<file path="config.mk">
export PLATFORM = sky130hd
export DESIGN_NAME = hazard_controller
export DESIGN_NICKNAME = d
export VERILOG_FILES = /design/src/rtl/hazard_pkg.sv /design/src/rtl/mdu_sequencer.sv /design/src/rtl/hazard_controller.sv
export SDC_FILE = /design/constraint.sdc
export NUM_CORES = 1
export LEC_CHECK = 0
export CORE_ASPECT_RATIO = 2
export CORE_MARGIN = 2
export CORE_UTILIZATION = 42
export DETAILED_ROUTE_END_ITERATION = 16
export GPL_ROUTABILITY_DRIVEN = 0
export PLACE_DENSITY = 0.89
export SLEW_MARGIN = 10
export SYNTH_ARGS = -nofsm -noshare
export SYNTH_HDL_FRONTEND = slang
export SYNTH_SLANG_ARGS = --single-unit
</file>
<file path="constraint.sdc">
create_clock -name clk -period 3 [get_ports clk]
set_input_delay 0.6 -clock clk [delete_from_list [all_inputs] [get_ports clk]]
set_output_delay 0.6 -clock clk [all_outputs]
set_load 0.03 [all_outputs]
</file>
<file path="src/rtl/hazard_pkg.sv">
// Shared types and constants for the pipeline hazard controller and its MDU sequencer.
package hazard_pkg;

    localparam int unsigned REG_W     = 5;
    localparam int unsigned FWD_W     = 2;
    localparam int unsigned MDU_CNT_W = 4;

    localparam logic [FWD_W-1:0] FWD_RF  = 2'b00;
    localparam logic [FWD_W-1:0] FWD_WB  = 2'b01;
    localparam logic [FWD_W-1:0] FWD_MEM = 2'b10;

    typedef enum logic [1:0] {
        MDU_IDLE = 2'b00,
        MDU_BUSY = 2'b01,
        MDU_DONE = 2'b10
    } mdu_state_t;

    // $zero is hardwired, so it never creates a dependency
    function automatic logic reg_match(input logic [REG_W-1:0] a, input logic [REG_W-1:0] b);
        return (a != '0) && (a == b);
    endfunction

endpackage

</file>
<file path="src/rtl/mdu_sequencer.sv">
// Sequences a multi-cycle mult/div in execute and pulses the HI/LO commit on its last cycle.
module mdu_sequencer
    import hazard_pkg::*;
#(
    parameter int unsigned MDU_CYCLES = 4
) (
    input  logic clk,
    input  logic rst_n,
    input  logic start_i,
    output logic busy_o,
    output logic hilo_write_o,
    output logic block_o
);

    localparam logic [MDU_CNT_W-1:0] CNT_LOAD = MDU_CNT_W'(MDU_CYCLES - 2);
    // A two-cycle op has no intermediate BUSY cycle
    localparam mdu_state_t START_STATE = (MDU_CYCLES == 2) ? MDU_DONE : MDU_BUSY;

    mdu_state_t             state_q, state_d;
    logic [MDU_CNT_W-1:0]   cnt_q, cnt_d;

    // State register
    always_ff @(posedge clk or negedge rst_n) begin
        if (!rst_n) begin
            state_q <= MDU_IDLE;
            cnt_q   <= '0;
        end else begin
            state_q <= state_d;
            cnt_q   <= cnt_d;
        end
    end

    // Next-state logic; a start while BUSY is ignored
    always_comb begin
        state_d = state_q;
        cnt_d   = cnt_q;
        unique case (state_q)
            MDU_IDLE, MDU_DONE: begin
                if (start_i) begin
                    state_d = START_STATE;
                    cnt_d   = CNT_LOAD;
                end else begin
                    state_d = MDU_IDLE;
                end
            end
            MDU_BUSY: begin
                cnt_d = (cnt_q == '0) ? '0 : cnt_q - MDU_CNT_W'(1);
                if (cnt_q <= MDU_CNT_W'(1)) begin
                    state_d = MDU_DONE;
                end
            end
            default: begin
                state_d = MDU_IDLE;
                cnt_d   = '0;
            end
        endcase
    end

    // Outputs decoded from the registered state
    always_comb begin
        busy_o       = (state_q != MDU_IDLE);
        hilo_write_o = (state_q == MDU_DONE);
        block_o      = (state_q == MDU_BUSY) | (start_i & rst_n & (state_q != MDU_BUSY));
    end

endmodule

</file>
<file path="src/rtl/hazard_controller.sv">
// Five-stage MIPS hazard unit: operand forwarding, load/branch/MDU stalls, flushes and a stall counter.
module hazard_controller
    import hazard_pkg::*;
#(
    parameter int unsigned MDU_CYCLES = 4,
    parameter int unsigned CNT_W      = 16
) (
    input  logic               clk,
    input  logic               rst_n,
    input  logic [REG_W-1:0]   RsD,
    input  logic [REG_W-1:0]   RtD,
    input  logic [REG_W-1:0]   RsE,
    input  logic [REG_W-1:0]   RtE,
    input  logic [REG_W-1:0]   WriteRegE,
    input  logic [REG_W-1:0]   WriteRegM,
    input  logic [REG_W-1:0]   WriteRegW,
    input  logic               RegWriteE,
    input  logic               RegWriteM,
    input  logic               RegWriteW,
    input  logic               MemtoRegE,
    input  logic               MemtoRegM,
    input  logic               BranchD,
    input  logic               JumpD,
    input  logic               PCSrcD,
    input  logic               MdStartD,
    input  logic               MdStartE,
    input  logic               HiLoReadD,
    output logic [FWD_W-1:0]   ForwardAE,
    output logic [FWD_W-1:0]   ForwardBE,
    output logic               ForwardAD,
    output logic               ForwardBD,
    output logic               StallF,
    output logic               StallD,
    output logic               FlushD,
    output logic               FlushE,
    output logic               MduBusy,
    output logic               HiLoWrite,
    output logic [CNT_W-1:0]   StallCount
);

    logic             md_block;
    logic             lw_stall;
    logic             br_stall;
    logic             md_stall;
    logic             stall;
    logic [CNT_W-1:0] stall_cnt_q, stall_cnt_d;

    mdu_sequencer #(
        .MDU_CYCLES (MDU_CYCLES)
    ) u_mdu_seq (
        .clk          (clk),
        .rst_n        (rst_n),
        .start_i      (MdStartE),
        .busy_o       (MduBusy),
        .hilo_write_o (HiLoWrite),
        .block_o      (md_block)
    );

    // Execute operand forwarding, memory stage has priority over writeback
    always_comb begin
        ForwardAE = FWD_RF;
        ForwardBE = FWD_RF;
        if (RegWriteM && reg_match(WriteRegM, RsE)) begin
            ForwardAE = FWD_MEM;
        end else if (RegWriteW && reg_match(WriteRegW, RsE)) begin
            ForwardAE = FWD_WB;
        end
        if (RegWriteM && reg_match(WriteRegM, RtE)) begin
            ForwardBE = FWD_MEM;
        end else if (RegWriteW && reg_match(WriteRegW, RtE)) begin
            ForwardBE = FWD_WB;
        end
        ForwardAD = RegWriteM && reg_match(WriteRegM, RsD);
        ForwardBD = RegWriteM && reg_match(WriteRegM, RtD);
    end

    // Stall and flush decode; a stall suppresses the branch/jump flush of decode
    always_comb begin
        lw_stall = MemtoRegE && (reg_match(WriteRegE, RsD) || reg_match(WriteRegE, RtD));
        br_stall = BranchD &&
                   ((RegWriteE && (reg_match(WriteRegE, RsD) || reg_match(WriteRegE, RtD))) ||
                    (MemtoRegM && (reg_match(WriteRegM, RsD) || reg_match(WriteRegM, RtD))));
        md_stall = (MdStartD || HiLoReadD) && md_block;
        stall    = lw_stall || br_stall || md_stall;
        StallF   = stall;
        StallD   = stall;
        FlushE   = stall;
        FlushD   = (PCSrcD || JumpD) && !stall;
    end

    // Saturating stall performance counter
    always_comb begin
        stall_cnt_d = stall_cnt_q;
        if (stall && (stall_cnt_q != '1)) begin
            stall_cnt_d = stall_cnt_q + CNT_W'(1);
        end
    end

    always_ff @(posedge clk or negedge rst_n) begin
        if (!rst_n) begin
            stall_cnt_q <= '0;
        end else begin
            stall_cnt_q <= stall_cnt_d;
        end
    end

    assign StallCount = stall_cnt_q;

endmodule

</file>
-- After elaboration in Yosys (flattened, before gate mapping)
Index checks and enable logic that the tools add are counted.
- add/subtract/negate cells: 2
- $lt $le $gt $ge: 1
- eq/ne operators: 14
- mux-type cells: 10
- bitwise gates (word level): 3
- reduce and logical (&&, ||, !) cells: 36
- operator list (operator ; count):
    $eq A5 B5 Y1 ; 8
    $logic_and A1 B1 Y1 ; 21
    $add A16 B1 Y16 const B ; 1
    $ne A16 B16 Y1 const B ; 1
    $reduce_bool A5 Y1 ; 3
    $mux W4 ; 2
    $pmux W4 S2 ; 1
    $logic_or A1 B1 Y1 ; 7
    $mux W2 ; 3
    $le A4 B1 Y1 const B ; 1
    $logic_not A4 Y1 ; 1
    $ne A2 B1 Y1 const B ; 2
    $pmux W2 S2 ; 1
    $sub A4 B1 Y4 const B ; 1
    $mux W1 ; 3
    $and A1 B1 Y1 ; 2
    $eq A2 B1 Y1 const B ; 1
    $eq A2 B2 Y1 const B ; 1
    $logic_not A2 Y1 ; 1
    $ne A2 B2 Y1 const B ; 1
    $reduce_bool A2 Y1 ; 1
    $reduce_or A2 Y1 ; 1
    $logic_not A1 Y1 ; 1
    $or A1 B1 Y1 ; 1
- register bits after elaboration: 22
- input bits: 48
- output and inout bits: 28
- word-level logic and storage cells: 69

-- Longest topological paths before layout
Gate-level depths: netlist of the first run.
- word-level depth: 10
- mapped depth: 9
- depth with buffers taken out: 7

-- By module
From an unflattened synthesis of the first run, not the netlist that was laid out.
- cell total of the unflattened synthesis: 182
- area total of the unflattened synthesis: 1649.1 um^2
- modules (own cells, without submodules) (module ; times used ; cells each ; area an instance (um^2) ; sequential area each (um^2)):
    hazard_controller ; 1 ; 151 ; 1333.8 ; 400.4
    mdu_sequencer ; 1 ; 31 ; 315.3 ; 150.1

-- Worst setup path after synthesis of the first run
No wires, ideal clock.
- path type: input port to output port
- start: input port WriteRegM[0]
- end: output port ForwardBE[0]
- data arrival time: 2.595 ns
- required time: 2.400 ns
- path slack: -0.195 ns
- stages on the path: 6
- buffers on the path: 1
- path through: clkbuf_1 > nor3_1 > nand2_1 > nand2_1 > nor4_1 > nor4_1
- cells in the longest elaborated chain, start to end: 4
- elaborated cells between the ends (all ways): 5
- those cells by class: eq/ne (1); mux (1); reduce/logical (3)
- RTL lines (item ; RTL line ; text):
    start: declaration ; hazard_controller.sv:15 ; input logic [REG_W-1:0] WriteRegM,
    $eq A5 B5 Y1 or $reduce_bool A5 Y1 (tied branches) ; hazard_pkg.sv:20 ; return (a != '0) && (a == b);
    $logic_and A1 B1 Y1 * ; hazard_pkg.sv:20 ;
    $logic_and A1 B1 Y1 * ; hazard_controller.sv:68 ; if (RegWriteM && reg_match(WriteRegM, RtE)) begin
    $mux W2 * ; hazard_controller.sv:68 ;
    end: declaration ; hazard_controller.sv:29 ; output logic [FWD_W-1:0] ForwardBE,
Every way passes the cells marked *; elsewhere a longest branch is shown, timed or not.

-- Worst setup path after layout of the first run
- start: input port RsE[3]
- end: output port ForwardAE[0]
- cells in the longest elaborated chain, start to end: 5
- elaborated cells between the ends (all ways): 8
- those cells by class: eq/ne (2); mux (2); reduce/logical (4)
- RTL lines (item ; RTL line ; text):
    start: declaration ; hazard_controller.sv:12 ; input logic [REG_W-1:0] RsE,
    $eq A5 B5 Y1 ; hazard_pkg.sv:20 ;
    $logic_and A1 B1 Y1 ; hazard_pkg.sv:20 ;
    $logic_and A1 B1 Y1 ; hazard_controller.sv:65 ; end else if (RegWriteW && reg_match(WriteRegW, RsE)) begin
    $mux W1 ; hazard_controller.sv:65 ;
    $mux W2 * ; hazard_controller.sv:63 ; if (RegWriteM && reg_match(WriteRegM, RsE)) begin
    end: declaration ; hazard_controller.sv:28 ; output logic [FWD_W-1:0] ForwardAE,
Marks and branches as above.

==> results.toml, run 1 <==
[power]
power_mw = 1.408
ir_worst_vdd_v = 0.0003091
p_leak_nw = 1.111
power.density_mw_per_mm2 = 537.2

[sta]
fmax_mhz = 346.8
timing.hold.ws_ns = 0.5013
fin_crit_ns = 2.884
period_share_pct = 96.12
setup_viol = 0
drv_slew = 0
slew_headroom_pct = 64.32
fin_setup_tns_ns = 0
fin_skew_ns = 0.004992
hold_viol_final = 0
tightest_slew_ns = 0.5337
rsz0062_at_grt = "no"

[finish]
drive_gt1_share_pct = 17.98
areaGrowthSynthToFinish_pct = 55.42
fin_nets = 317
finalInstanceArea_sq_mm = 0.002621
fin_cells = 318
n_antenna_cell = 0

[setup_path]
cp_max_fo = 2
cp.arrival_ns = 2.28
r2r_cells = 6
r2r_end = "StallCount[1]"
r2r_setup_slack_ns = 0.81
worstSetupStartpointType = "input pin"
startpoint = "RsE[3]"
worstSetupPathType = "in2out"
r2r-start = "StallCount[0]"
cp-end-kind = "output pin"
cp.required_ns = 2.40

[die]
die_h_um = 93.62
core-area_sq_mm = 0.003844
ioPinCount = 76
dieArea_sq_mm = 0.004570
row_count = 32
die_w_um = 48.81
start_util_pct = 43.88

[logic_synthesis]
seq_area_frac_synth_pct = 32.64
postSynthCellCount = 179
synthFlopType = "dfrtp_1"
async_flop_share_pct = 100.0
synth.distinct_cells = 41
synth_edf_count = 0
synth-seq-cells = 22
syn_nets = 228
netlist_area_sq_mm = 0.001687
syn_area_per_cell_sq_um = 9.422
ys.warnings.count = 0

[clock_network]
cts_buffer_depth = 2
cts_hold_buf = 0
clk_transition_reported_paths_ns = 0.07
numCtsBuffers = 3
cts_tree = "done"
root_buffer = "clkbuf_8"
ctsHtreeMaxLevel = 1
clkSinkCount = 22
clock_latency_ns = 0.26

[routing]
vias_per_cell = 5.305
vias = 1687
wl_per_cell_um = 15.35
drc = 0
wirelength_met1_um = 1506
ant_nets = 0
drt_iter0_drc = 33
drtPass1Iterations = 4
highest_layer = "met4"
met2_length_um = 2869
drt-total-wl_um = 4880
route.met3.wl_um = 243

[placed_design]
dp.cells = 313
numPortBuffers = 75
place_area_sq_mm = 0.002544
dp_hpwl_um = 4272

[global_routing]
globalRouteTotalUtil_pct = 22.68
grt_pass1_vias = 1813
antenna_found_initial = 0
grt-ovfl-total = 0
grt_pass1_wl_um = 7872
grt_max_degree = 23

[hold_path]
hold_path_class = "reg2reg"
hp-start = "StallCount[9]"
min_to = "StallCount[9]"
hold_path_depth = 1

[flow_run]
maxCapViolations = 0

[run_status]
status = "completed"
[what timing repair did]
| action | in CTS | in global routing |
|---|---|---|
| setup buffers | 1 | 0 |
| gates resized for setup | 6 | 1 |
| pin swaps | 3 | 2 |
| endpoints found under the setup margin | 5 | 4 |
[kinds of logic (layout without fill, tap and decap cells)]
group                    count (synthesis)  count (layout)  synth area share (%)
buffers and inverters                   12             100                 4.376
flip-flops                              22              22                 32.64
multiplexers                             2               2                 1.483
AND/OR/NAND/NOR                         72              72                 25.89
AO/OA/AOI/OAI                           16              16                 6.825
adder cells (fa/ha/maj)                  1               1                0.7417
XOR/XNOR                                54              54                 28.04
[cells in the final DEF, fill, tap and decap left out, types with 5 or more instances in the layout]
cell type,synthesis,final
a21oi_1,5,5
and3_1,9,9
buf_4,2,27
clkdlybuf4s50_1,0,62
dfrtp_1,22,22
nand3_1,10,10
nor2_1,12,12
nor3_1,9,7
xnor2_1,32,32
xor2_1,22,22
[cell usage after synthesis (2+ instances only)]
cell type   n  area [sq um]
nand2_1     4         15.01
buf_2       2         10.01
dfrtp_1    22         550.5
clkbuf_1    2         7.510
nand3_2     4         40.04
nand4_1     4         25.02
nor3_1      9         45.04
nand2b_1    2         12.51
o21ai_0     2         10.01
inv_1       2         7.510
a21oi_1     5         25.02
xor2_1     22         192.7
or4_1       2         15.01
and3_1      9         56.30
o21ai_1     3         15.01
buf_4       2         15.01
nor2_1     12         45.04
nand3_1    10         50.05
and2_1      2         12.51
xnor2_1    32         280.3
nor4_1      4         25.02
nand4_2     4         50.05
[cell type report]
type	count	area (sq um)
Fill cell	311	1222
Multi-Input combinational cell	145	1079
Timing Repair Buffer	93	862.1
Sequential cell	22	550.5
Tap cell	51	63.81
Clock buffer	4	55.05
Inverter	3	11.26
[metrics by stage]
| step | util [%] | setup WS [ns] |
|---|---|---|
| finish | 68.20 | 0.1164 |
| global route | 68.20 | 0.01765 |
| CTS | 68.13 | 0.002561 |
| detailed placement | 66.18 | -0.2259 |
| global placement | 66.18 | -0.1751 |
| floorplan | - | -0.1947 |
[worst max-delay path by stage]
stage / endpoint
6_report: ForwardAE[0]
3_5_place_dp: ForwardAE[0]
4_1_cts: FlushD
2_1_floorplan: ForwardBE[0]
3_3_place_gp: FlushD
5_1_grt: ForwardBE[0]
[worst max-delay path, cell delays in order]
cell and delay [ns]:
clkdlybuf4s50_1 0.54, xnor2_1 0.15, nand3_1 0.12, nor4_2 0.40, nor3_1 0.12, dlygate4sd2_1 0.37
[power by group]
part	switching (mW)	leakage, nW	internal [mW]
logic	0.401	0.797	0.353
registers	0.0829	0.286	0.366
clock network	0.0880	0.0288	0.117
total	0.572	1.11	0.836
[routing by layer]
metal / vias to the layer above / global-route usage, %
met3: 18 / 1.917
met2: 92 / 48.06
met4: 0 / 13.33
met5: - / 0
li1: 803 / -
met1: 774 / 19.09
[sequential cells by signal, summed over array words and instances, names as in the netlist]
signal and count:
u_mdu_seq.cnt_q 4, StallCount 16, u_mdu_seq.state_q 2
(Power assumes the default switching activity.)
==> run 2: changes to the inputs <==
--- a/config.mk
+++ b/config.mk
@@ -10,7 +10,7 @@
 export CORE_UTILIZATION = 42
 export DETAILED_ROUTE_END_ITERATION = 16
 export GPL_ROUTABILITY_DRIVEN = 0
-export PLACE_DENSITY = 0.89
+export PLACE_DENSITY = 0.81
 export SLEW_MARGIN = 10
 export SYNTH_ARGS = -nofsm -noshare
 export SYNTH_HDL_FRONTEND = slang
==> run 2 against run 1 <==
Net effect:
- global-route usage up 0.96 points
- die area unchanged
- cell count down 0.31%
- cell area decreased by 0.24%
- routed wire length is 1.7% higher
- clock-buffer cell count unchanged
==> results.toml, run 2 (synthesis gave the netlist of run 1 again) <==
[placed_design]
dp_hpwl_um = 4255
place_area_sq_mm = 0.002544
numPortBuffers = 75

[hold_path]
hold_path_depth = 1
hold_path_class = "reg2reg"

[sta]
tightest_slew_ns = 0.4357
fmax_mhz = 345.8
rsz0062_at_grt = "no"
fin_skew_ns = 0.003901
hold_viol_final = 0
slew_headroom_pct = 70.69
period_share_pct = 96.39
setup_viol = 0
drv_slew = 0
fin_setup_tns_ns = 0
fin_crit_ns = 2.892

[setup_path]
cp.arrival_ns = 2.29
path_buf_inv = 2
cp.required_ns = 2.40
cp_max_fo = 5
path_delay_family = "buffers and inverters"
cp-end-kind = "output pin"
cp.depth = 8
worstSetupPathType = "in2out"
slowest_delay_ns = 0.46
r2r_cells = 7
worstSetupStartpointType = "input pin"
slowest_stage = "clkdlybuf4s50_1"
crit_chain = "clkdlybuf4s50_1, xor2_1, nor3_2, nand3_1, and2_4, o221ai_4, nor2_1, buf_4"

[finish]
n_antenna_cell = 0
finalInstanceArea_sq_mm = 0.002615
largest_reg_flops = 16
final_common_cell = "clkdlybuf4s50_1"
multi_input_area_sq_mm = 0.001072
drive_gt1_share_pct = 17.29
areaGrowthSynthToFinish_pct = 55.04
final_cell_mix = "clkdlybuf4s50_1 (62), xnor2_1 (32), buf_4 (25)"
fin_nets = 316
nFillCells = 333
register_area_sq_um = 550.5

[power]
ir_worst_vdd_v = 0.0003070
power.density_mw_per_mm2 = 541.3
p_leak_nw = 1.116
power_mw = 1.416

[global_routing]
grt-ovfl-total = 0
use_met2_pct = 48.97
met1_usage_pct = 19.07
grt_pass1_vias = 1808
grt_max_degree = 23
grt_pass1_wl_um = 8162
antenna_found_initial = 0
globalRouteTotalUtil_pct = 23.64
top_usage_layer = "met2"
gr-usage-met3_pct = 3.035

[routing]
drc = 0
drt_iter0_drc = 30
ant_nets = 0
wl_per_cell_um = 15.65
vias = 1691
drtPass1Iterations = 4
drt-total-wl_um = 4961
vias_per_cell = 5.334

[die]
die_h_um = 93.62
ioPinCount = 76
die_w_um = 48.81
core-area_sq_mm = 0.003844
start_util_pct = 43.88
row_count = 32
dieArea_sq_mm = 0.004570

[clock_network]
cts_tree = "done"
cts_buffer_depth = 2
clk_transition_reported_paths_ns = 0.08
ctsHtreeMaxLevel = 1
root_buffer = "clkbuf_8"
clkSinkCount = 22
clock_latency_ns = 0.26
cts_hold_buf = 0
numCtsBuffers = 3

[flow_run]
maxCapViolations = 0

[run_status]
status = "completed"
-- run 2: worst register-to-register path: stages, from the launching register on --
cell	delay, ns
dfrtp_1	0.43
ha_1	0.23
and2_1	0.19
and3_1	0.26
nand3_1	0.30
buf_4	0.25
nand4_1	0.12
xnor2_1	0.14
-- run 2: repair_timing --
item | CTS | global route
endpoints found under the hold margin | 0 | 0
resized for setup | 5 | 2
endpoints found under the setup margin | 5 | 5
pin swaps | 1 | 2
setup buffers | 0 | 0
-- run 2: area by class of cell --
cell class                 count  area share (%)
clock buffer                   4           2.105
sequential                    22           21.05
multi-input combinational    145           41.00
timing repair buffer          92           32.97
tap                           51           2.440
inverter                       3          0.4306
-- run 2: final timing paths --
kind / startpoint / slack [ns] / end
worst max-delay path: RtD[3] / 0.11 / FlushD
worst min-delay path: StallCount[9] / 0.50 / StallCount[9]
worst max register to register: StallCount[0] / 0.97 / StallCount[4]
worst min register to register: StallCount[9] / 0.50 / StallCount[9]
max in group asynchronous: rst_n / 1.95 / StallCount[8]
min in group asynchronous: rst_n / 0.83 / StallCount[15]
-- run 2: power by group --
part	internal, mW	total (mW)	switching (mW)	leakage (nW)
logic	0.357	0.754	0.397	0.802
clock network	0.117	0.209	0.0926	0.0288
registers	0.366	0.452	0.0864	0.286
total	0.839	1.42	0.576	1.12
-- run 2: metal layers --
metal  wire, um  share of wire, %
met1       1423                29
met2       2923                59
met3        286               5.8
met4        328               6.6
met5          0                 0
-- run 2: per-stage QoR --
step / hold slack, ns / utilization, % / setup WS [ns] / std cells
floorplan: 0.3044 / - / -0.1947 / 179
global placement: 0.4782 / 66.18 / -0.1281 / 313
detailed placement: 0.4876 / 66.18 / -0.1726 / 313
CTS: 0.5025 / 67.90 / -0.05811 / 317
global route: 0.5313 / 68.03 / 0.002049 / 317
finish: 0.5031 / 68.03 / 0.1084 / 317
